[config.mk]
export PLATFORM = sky130hd
export DESIGN_NAME = pipe_hazard_ctrl
export DESIGN_NICKNAME = d
export VERILOG_FILES = /design/src/rtl/pipe_hazard_ctrl_pkg.sv /design/src/rtl/pipe_hazard_ctrl_hazard_detect.sv /design/src/rtl/pipe_hazard_ctrl.sv
export SDC_FILE = /design/constraint.sdc
export NUM_CORES = 1
export LEC_CHECK = 0
export CORE_MARGIN = 2
export CORE_UTILIZATION = 35
export CTS_CLUSTER_DIAMETER = 100
export DETAILED_ROUTE_END_ITERATION = 10
export SETUP_SLACK_MARGIN = 0.05
export SYNTH_ARGS = -nofsm -noshare
export SYNTH_HDL_FRONTEND = slang
export SYNTH_SLANG_ARGS = --single-unit
[constraint.sdc]
create_clock -name clk -period 3.35 [get_ports clk]
set_clock_uncertainty 0.2 [all_clocks]
set_input_delay 0.5025 -clock clk [delete_from_list [all_inputs] [get_ports clk]]
set_output_delay 0.5025 -clock clk [all_outputs]
set_load 0.1 [all_outputs]
[src/rtl/pipe_hazard_ctrl_pkg.sv]
// Shared definitions for the 5-stage pipeline hazard controller.
//   state_t         : sequencer state encoding (RUN / MEM_WAIT)
//   NOP_REG_WRITE   : reg_write value loaded into MEM/WB on a bubble
//   NOP_MEM_TO_REG  : mem_to_reg value loaded into MEM/WB on a bubble
//   REG_ZERO        : hard-wired zero register, never a real hazard source
package pipe_hazard_ctrl_pkg;

    typedef enum logic {
        RUN      = 1'b0,
        MEM_WAIT = 1'b1
    } state_t;

    localparam logic       NOP_REG_WRITE  = 1'b0;
    localparam logic [1:0] NOP_MEM_TO_REG = 2'b00;
    localparam logic [4:0] REG_ZERO       = 5'd0;

endpackage

[src/rtl/pipe_hazard_ctrl_hazard_detect.sv]
// Combinational load-use hazard detector.
// Ports:
//   id_rs, id_rt, id_uses_rt : source operands of the instruction in ID
//   ex_mem_read, ex_rd       : load flag and destination of the instruction in EX
//   load_use                 : ID needs a value the EX load has not produced yet
module hazard_detect
    import pipe_hazard_ctrl_pkg::*;
(
    input  logic [4:0] id_rs,
    input  logic [4:0] id_rt,
    input  logic       id_uses_rt,
    input  logic       ex_mem_read,
    input  logic [4:0] ex_rd,
    output logic       load_use
);

    // A load into r0 writes nothing, so it can never feed a dependent instruction.
    always_comb begin
        load_use = ex_mem_read && (ex_rd != REG_ZERO) &&
                   ((ex_rd == id_rs) || (id_uses_rt && (ex_rd == id_rt)));
    end

endmodule

[src/rtl/pipe_hazard_ctrl.sv]
// Central hazard and stall sequencer for the IF/ID/EX/MEM/WB pipeline.
// Ports:
//   clk, rst                         : clock, synchronous active-high reset
//   id_rs, id_rt, id_uses_rt         : ID operand fields
//   ex_mem_read, ex_rd               : EX load information
//   branch_taken, jump               : control-flow redirects (EX / ID)
//   mem_req, mem_ready               : MEM-stage data memory handshake
//   pc_write, if_id_write            : load enables for PC and IF/ID
//   if_id_flush, id_ex_flush         : NOP insertion into IF/ID and ID/EX
//   id_ex_hold, ex_mem_hold          : freeze ID/EX and EX/MEM
//   mem_wb_bubble                    : MEM/WB loads NOP_REG_WRITE / NOP_MEM_TO_REG
//   mem_timeout                      : sticky memory-wait watchdog error
//   stall_cycles                     : saturating count of cycles with pc_write=0
module pipe_hazard_ctrl
    import pipe_hazard_ctrl_pkg::*;
#(
    parameter int TIMEOUT = 64,
    parameter int CNT_W   = 16
) (
    input  logic             clk,
    input  logic             rst,
    input  logic [4:0]       id_rs,
    input  logic [4:0]       id_rt,
    input  logic             id_uses_rt,
    input  logic             ex_mem_read,
    input  logic [4:0]       ex_rd,
    input  logic             branch_taken,
    input  logic             jump,
    input  logic             mem_req,
    input  logic             mem_ready,
    output logic             pc_write,
    output logic             if_id_write,
    output logic             if_id_flush,
    output logic             id_ex_flush,
    output logic             id_ex_hold,
    output logic             ex_mem_hold,
    output logic             mem_wb_bubble,
    output logic             mem_timeout,
    output logic [CNT_W-1:0] stall_cycles
);

    localparam logic [15:0] WAIT_MAX = 16'(TIMEOUT - 1);

    state_t      state;
    logic [15:0] wait_cnt;
    logic        load_use;
    logic        mem_wait;

    hazard_detect u_hazard_detect (
        .id_rs       (id_rs),
        .id_rt       (id_rt),
        .id_uses_rt  (id_uses_rt),
        .ex_mem_read (ex_mem_read),
        .ex_rd       (ex_rd),
        .load_use    (load_use)
    );

    // An outstanding access stalls in either state; a same-cycle ready never waits.
    assign mem_wait = mem_req && !mem_ready;

    always_comb begin
        pc_write      = 1'b0;
        if_id_write   = 1'b0;
        if_id_flush   = 1'b0;
        id_ex_flush   = 1'b0;
        id_ex_hold    = 1'b0;
        ex_mem_hold   = 1'b0;
        mem_wb_bubble = 1'b0;
        if (!rst) begin
            pc_write    = 1'b1;
            if_id_write = 1'b1;
            if (mem_wait) begin
                // Whole front end frozen; EX/ID inputs stay stable, so redirects
                // are simply re-evaluated once memory answers.
                pc_write      = 1'b0;
                if_id_write   = 1'b0;
                id_ex_hold    = 1'b1;
                ex_mem_hold   = 1'b1;
                mem_wb_bubble = 1'b1;
            end else if (branch_taken) begin
                // The ID instruction is wrong-path, so any load-use on it is moot.
                if_id_flush = 1'b1;
                id_ex_flush = 1'b1;
            end else if (load_use) begin
                pc_write    = 1'b0;
                if_id_write = 1'b0;
                id_ex_flush = 1'b1;
            end else if (jump) begin
                if_id_flush = 1'b1;
            end
        end
    end

    always_ff @(posedge clk) begin
        if (rst) begin
            state        <= RUN;
            wait_cnt     <= '0;
            mem_timeout  <= 1'b0;
            stall_cycles <= '0;
        end else begin
            if (!pc_write && (stall_cycles != '1)) begin
                stall_cycles <= stall_cycles + CNT_W'(1);
            end
            if (mem_wait) begin
                state <= MEM_WAIT;
                if (state == MEM_WAIT) begin
                    // Counter parks at its limit; the error flag then latches.
                    if (wait_cnt == WAIT_MAX) begin
                        mem_timeout <= 1'b1;
                    end else begin
                        wait_cnt <= wait_cnt + 16'd1;
                    end
                end
            end else begin
                state    <= RUN;
                wait_cnt <= '0;
            end
        end
    end

endmodule

==> flow_summary.toml, run 1 <==
[synth]
synth_compound_area_share_pct = 13.8
synth_top_area_share_pct = 37.8
syn_area_sq_um = 1800
netlist_top_cells_area = "dfxtp_1 (38%), xor2_1 (7.8%), nor2_1 (5.0%), or4_1 (4.6%), a21oi_1 (4.2%)"
yosysWarnings = 0
syn_inst = 211
ys_seq_elements = 34
yosys.area.top_type = "dfxtp_1"
yosys-mux-area-fraction_pct = 2.43
syn_area_per_cell_sq_um = 8.54
yosys.area_share.xor_xnor_pct = 10.7
synth_cell_type_count = 38
synth_fa_ha_area_share_pct = 1.39
synth_fp_nets = 236
synth_simple_gate_area_share_pct = 29.0
synth_top_family_by_area = "simple AND/OR/NAND/NOR gates"
ys_seq_area_share_pct = 37.8

[clock_tree]
cts_buffers = 5
cts_buffer_depth = 2
holdBufCountCts = 0
clock_sinks = 34
clock-root-buffer = "clkbuf_8"
cts_tree = "done"
cts_resized = 0
clk_transition_reported_paths_ns = 0.07
clk_latency_ns = 0.29
cts_setup_buffers = 0
htree_levels = 2

[pwr]
p_sw_mw = 0.254
internal-power_mw = 0.789
power.total_mw = 1.04
clock_power_share_pct = 45.4
power_leakage_nw = 0.868
seqPwrFrac_pct = 39.4
p_comb_share_pct = 15.2
p_per_area_nw_per_um2 = 415
switching_share_pct = 24.4
ir_drop_uv = 347

[setup_path]
crit_type = "in2out"
required_ns = 2.65
critPathMaxFanout = 27
critPathLaunchType = "input port"
end_kind = "output port"
crit_arrival_ns = 2.35

[grt]
grt_pass1_vias = 1437
grt_max_degree = 28
grt_pass1_wl_um = 6880
grt_use_total_pct = 15.7
antenna_found_initial = 0
gr-total-overflow = 0

[floorplanning]
core_sq_um = 5040
die_h_um = 75.8
die_area_sq_um = 5740
ioPinCount = 47
row_count = 26
dieWidth_um = 75.8
start_util_pct = 35.7

[sta]
relSlewSlack_pct = 63.0
rsz0062_at_grt = "false"
hold_violations = 0
worst_pin_slew_ns = 0.548
slew_violations = 0
finalSetupViolCount = 0
post-route-period-util_pct = 91.2
fmax_mhz = 327
period_minus_slack_ns = 3.05
finalSetupTns_ns = 0

[cells_and_area]
final_cell_count_no_fill = 329
final_layout_size_suffix_gt1_share_pct = 17.8
n_antenna_cell = 0
nets = 283
areaGrowthSynthToFinish_pct = 39.7
nFillCells = 481

[route]
drtIter0Drc = 45
wl_per_cell_um = 13.0
dr.pass1.iters = 5
detail-route-antenna-nets = 0
drc = 0
viasPerCell = 5.12
via_count = 1684
routed_wl_um = 4270

[placement]
numPlacedInstances = 321
io_buffers = 46
dp_hpwl_um = 3110
place_congestion = 0.742

[status]
outcome = "complete, no violations"

[worst_hold_path]
holdCritPathClass = "reg2reg"

[job]
drv_cap = 0
synthesized netlist by cell type (all sizes together):
cell	number
inv	7
buf	5
xor2	16
a211oi	1
or4	11
o21ai	6
xnor2	6
nor2	24
dfxtp	34
mux2i	1
clkbuf	6
or3b	2
o21a	2
or3	6
nand4	5
nor2b	4
o31ai	10
nand3	13
nor3	4
and3	3
a21oi	15
mux2	3
nand2	9
o21ba	1
nor4	5
ha	2
and4	4
o32a	1
a41oi	1
o31a	1
nor4b	2
a32oi	1
placed cells by master (no fill, tap or decap), types with 5 or more instances in the layout:
| master | instances |
|---|---|
| nand2_1 | 9 |
| buf_12 | 8 |
| or3_1 | 6 |
| a21oi_1 | 15 |
| clkdlybuf4s50_1 | 22 |
| o21ai_0 | 6 |
| nor2_1 | 24 |
| buf_4 | 21 |
| inv_1 | 7 |
| nand4_1 | 5 |
| xor2_1 | 16 |
| xnor2_1 | 6 |
| nand3_1 | 12 |
| dfxtp_1 | 34 |
| or4_1 | 11 |
| o31ai_1 | 10 |
| clkbuf_8 | 6 |
state kept, by name, indices dropped and copies added (netlist names):
name          cells
stall_cycles     16
wait_cnt         16
mem_timeout       1
state             1
power groups by stage:
stage	Sequential [mW]	Combinational, mW	Clock, mW
global placement	0.421	0.159	0
CTS	0.411	0.159	0.489
global route	0.412	0.167	0.501
finish	0.411	0.158	0.474
detailed placement	0.421	0.159	0
floorplan	0.438	0.0752	0
stage by stage:
stage	hold slack [ns]	util [%]	instance area, sq um	setup WS [ns]
detailed placement	0.272	47.1	2370	0.200
CTS	0.290	49.9	2520	0.277
global route	0.295	49.9	2520	0.175
finish	0.286	49.9	2520	0.295
global placement	0.276	47.1	2370	0.252
floorplan	0.267	-	1810	0.0558
critical path, stage by stage:
cell and delay [ns]:
clkdlybuf4s50_1 0.47, or4_1 0.52, o21ai_0 0.23, o31a_1 0.24, buf_12 0.19, buf_12 0.18
path summary, 6_finish.rpt:
| path | endpoint | depth (start not counted) | start | slack [ns] |
|---|---|---|---|---|
| min | mem_timeout | 1 | mem_timeout | 0.29 |
| max reg2reg | wait_cnt[15] | 7 | wait_cnt[0] | 0.90 |
| min reg2reg | mem_timeout | 1 | mem_timeout | 0.29 |
| max | pc_write | 6 | ex_rd[0] | 0.30 |
cell type report:
cell class / instances / area [sq um] / area share, %
Clock buffer: 6 / 82.6 / 3.28
Clock inverter: 2 / 60.1 / 2.39
Inverter: 7 / 26.3 / 1.04
Multi-Input combinational cell: 159 / 1040 / 41.4
Sequential cell: 34 / 681 / 27.1
Tap cell: 70 / 87.6 / 3.48
Timing Repair Buffer: 51 / 538 / 21.4
metal layers:
layer  routed length (um)  track usage (%)
met1                 2060             21.4
met2                 1980             23.1
met3                  156             4.23
met4                   77             6.63
met5                    0                0
kinds of logic (layout without fill, tap and decap cells):
group,Yosys count,after routing
AND/OR/NAND/NOR,92,92
AO/OA/AOI/OAI,39,39
flip-flops,34,34
XOR/XNOR,22,22
buffers and inverters,18,66
multiplexers,4,4
adder cells (fa/ha/maj),2,2
Note: power is estimated with default switching activity, not from simulation.
==> inputs of run 2 (changes only) <==
SYNTH_HIERARCHICAL = 1   (was unset)
clock period = 2.4 ns   (was 3.35 ns; I/O delays follow)
==> flow_summary.toml, run 2 <==
[synth]
synth.most_common_cell = "dfxtp_1"
synth_cell_type_count = 41
syn_area_per_cell_sq_um = 8.31
netlist_top_cells_area = "dfxtp_1 (37%), a21oi_1 (5.6%), xor2_1 (5.2%), or3_1 (3.7%), or4_1 (3.6%)"
synthArstFlopShare_pct = 0
synth_fp_nets = 249
syn_area_sq_um = 1860
synth_edf_count = 0
yosys.area_share.xor_xnor_pct = 6.59
yosys.area.top_type = "dfxtp_1"
synth_top_family_by_area = "simple AND/OR/NAND/NOR gates"
yosys-mux-area-fraction_pct = 3.03
ys.flop_type = "dfxtp_1"
synth_compound_area_share_pct = 15.9
syn_inst = 224
synth_common_cells = "dfxtp_1 (34), a21oi_1 (21), nor2_1 (14)"
synth_simple_gate_area_share_pct = 30.7
synth_top_area_share_pct = 36.6
yosysWarnings = 6
ys_seq_elements = 34
ys_seq_area_share_pct = 36.6
synth_fa_ha_area_share_pct = 1.34

[sta]
setup_slack_ns = -0.287
worst_pin_slew_ns = 0.419
slew_violations = 0
rsz0062_at_grt = "true"
period_minus_slack_ns = 2.69
hold_violations = 0
relSlewSlack_pct = 72.0
fmax_mhz = 372
post-route-period-util_pct = 112
finalSetupViolCount = 14

[clock_tree]
clock_sinks = 34
clk_transition_reported_paths_ns = 0.07
cts_tree = "done"
clock-root-buffer = "clkbuf_8"
cts_buffer_depth = 2
clk_latency_ns = 0.29
htree_levels = 2
cts_buffers = 5

[grt]
grt_use_total_pct = 18.6
use_met1_pct = 23.1
grt_max_degree = 20
grt.busiest_layer = "met2"
gr-total-overflow = 0
use_met3_pct = 4.00
met2_usage_pct = 31.7
antenna_found_initial = 0
grt_pass1_wl_um = 9050
grt_pass1_vias = 1932

[setup_path]
rr_endpoint = "stall_cycles[9]"
critPathLaunchType = "input port"
critPathMaxFanout = 4
crit_type = "in2out"
r2r_slack_ns = 0.27
critical_path.cell_chain = "buf_8, or4_4, o21ai_2, a21oi_2, nor2b_4, or3_4, clkinvlp_4, buf_6, buf_12"
r2r_start = "stall_cycles[0]"
crit_arrival_ns = 2.13
required_ns = 1.84
reg2reg_depth = 5
end_kind = "output port"
slowest_stage = "or4_4"
critPathMaxStageDelay_ns = 0.53

[status]
violations = "setup timing"
outcome = "finished, violations left"

[route]
drc = 0
detail-route-antenna-nets = 0
routed_wl_um = 5330
drtIter0Drc = 85
wl_per_cell_um = 14.6
viasPerCell = 5.37
dr.pass1.iters = 5
via_count = 1965

[placement]
place_ws_ns = -0.670
dp_hpwl_um = 3330
place_congestion = 0.772
placed_area_sq_um = 2490
io_buffers = 46

[floorplanning]
core_sq_um = 5110
dieWidth_um = 76.9
die_h_um = 76.9
start_util_pct = 36.4
row_count = 26
die_area_sq_um = 5920
ioPinCount = 47

[cells_and_area]
final_cell_mix = "buf_4 (38), dfxtp_1 (28), buf_6 (14)"
final_common_cell = "buf_4"
final_layout_size_suffix_gt1_share_pct = 42.9
final_area_sq_um = 2990
areaGrowthSynthToFinish_pct = 60.6
reg_top3 = "stall_cycles: 16 flops, wait_cnt: 16 flops"
nets = 320
n_antenna_cell = 0

[job]
drv_cap = 0

[worst_hold_path]
whs_path_depth = 1
hp-start = "wait_cnt[4]"
holdCritPathClass = "reg2reg"
holdPathEnd = "wait_cnt[4]"

[pwr]
p_per_area_nw_per_um2 = 427
ir_drop_uv = 281
power_leakage_nw = 1.06
## run 2: stage by stage
stage          power (mW)  setup TNS, ns  cells  util (%)  hold WS, ns
5_1_grt              1.33          -3.25    366      58.5        0.308
6_report             1.28          -1.88    366      58.5        0.288
2_1_floorplan       0.719          -3.14    224         -        0.245
3_3_place_gp        0.811         -10.25    339      48.8        0.257
3_5_place_dp        0.811         -10.70    339      48.8        0.271
4_1_cts              1.27          -2.58    363      56.1        0.292
## run 2: worst max path at each step
stage	from	to	slack, ns
floorplan	ex_rd[3]	stall_cycles[3]	-0.44
global placement	ex_rd[3]	stall_cycles[4]	-0.66
detailed placement	ex_rd[0]	stall_cycles[4]	-0.67
CTS	ex_rd[3]	if_id_write	-0.27
global route	ex_rd[3]	if_id_write	-0.31
finish	ex_rd[3]	if_id_write	-0.29
## run 2: critical path, delay by kind of cell
family,cells,cell delay (ns)
buffers and inverters,4,0.50
and+or+nand+nor,3,1.08
AOI/OAI and AO/OA,2,0.19
## run 2: cell type report
| class | instances | area [sq um] |
|---|---|---|
| repair buffers | 78 | 751 |
| clock buffers | 7 | 86.3 |
| well taps | 70 | 87.6 |
| multi-input cells | 170 | 1340 |
| inverters | 6 | 30.0 |
| flip-flops and latches | 34 | 688 |
| fillers | 440 | 2120 |
| clock inverters | 1 | 5.00 |
## run 2: repair_timing
| action | CTS | global route |
|---|---|---|
| pin swaps | 34 | 21 |
| endpoints found under the setup margin | 20 | 23 |
| buffers inserted | 15 | 7 |
| hold buffers | 0 | 0 |
| gates resized for setup | 79 | 33 |
| gates cloned | 1 | 0 |
## run 2: logic make-up after synthesis
kind of cell | Yosys count
AOI/OAI and AO/OA | 51
buffers and inverters | 20
adders and majority gates | 2
xor gates and xnor gates | 14
muxes | 5
DFF | 34
and+or+nand+nor | 98
## run 2: power by group
part,internal [mW],switching (mW),total (mW)
sequential,0.569,0.00692,0.576
combinational,0.113,0.146,0.258
clock,0.231,0.211,0.442
total,0.914,0.363,1.28
## run 2: layer usage
metal	vias to the layer above	wire length [um]
met1	926	2350
met2	56	2660
met3	9	251
li1	974	-
met4	0	77
met5	-	0
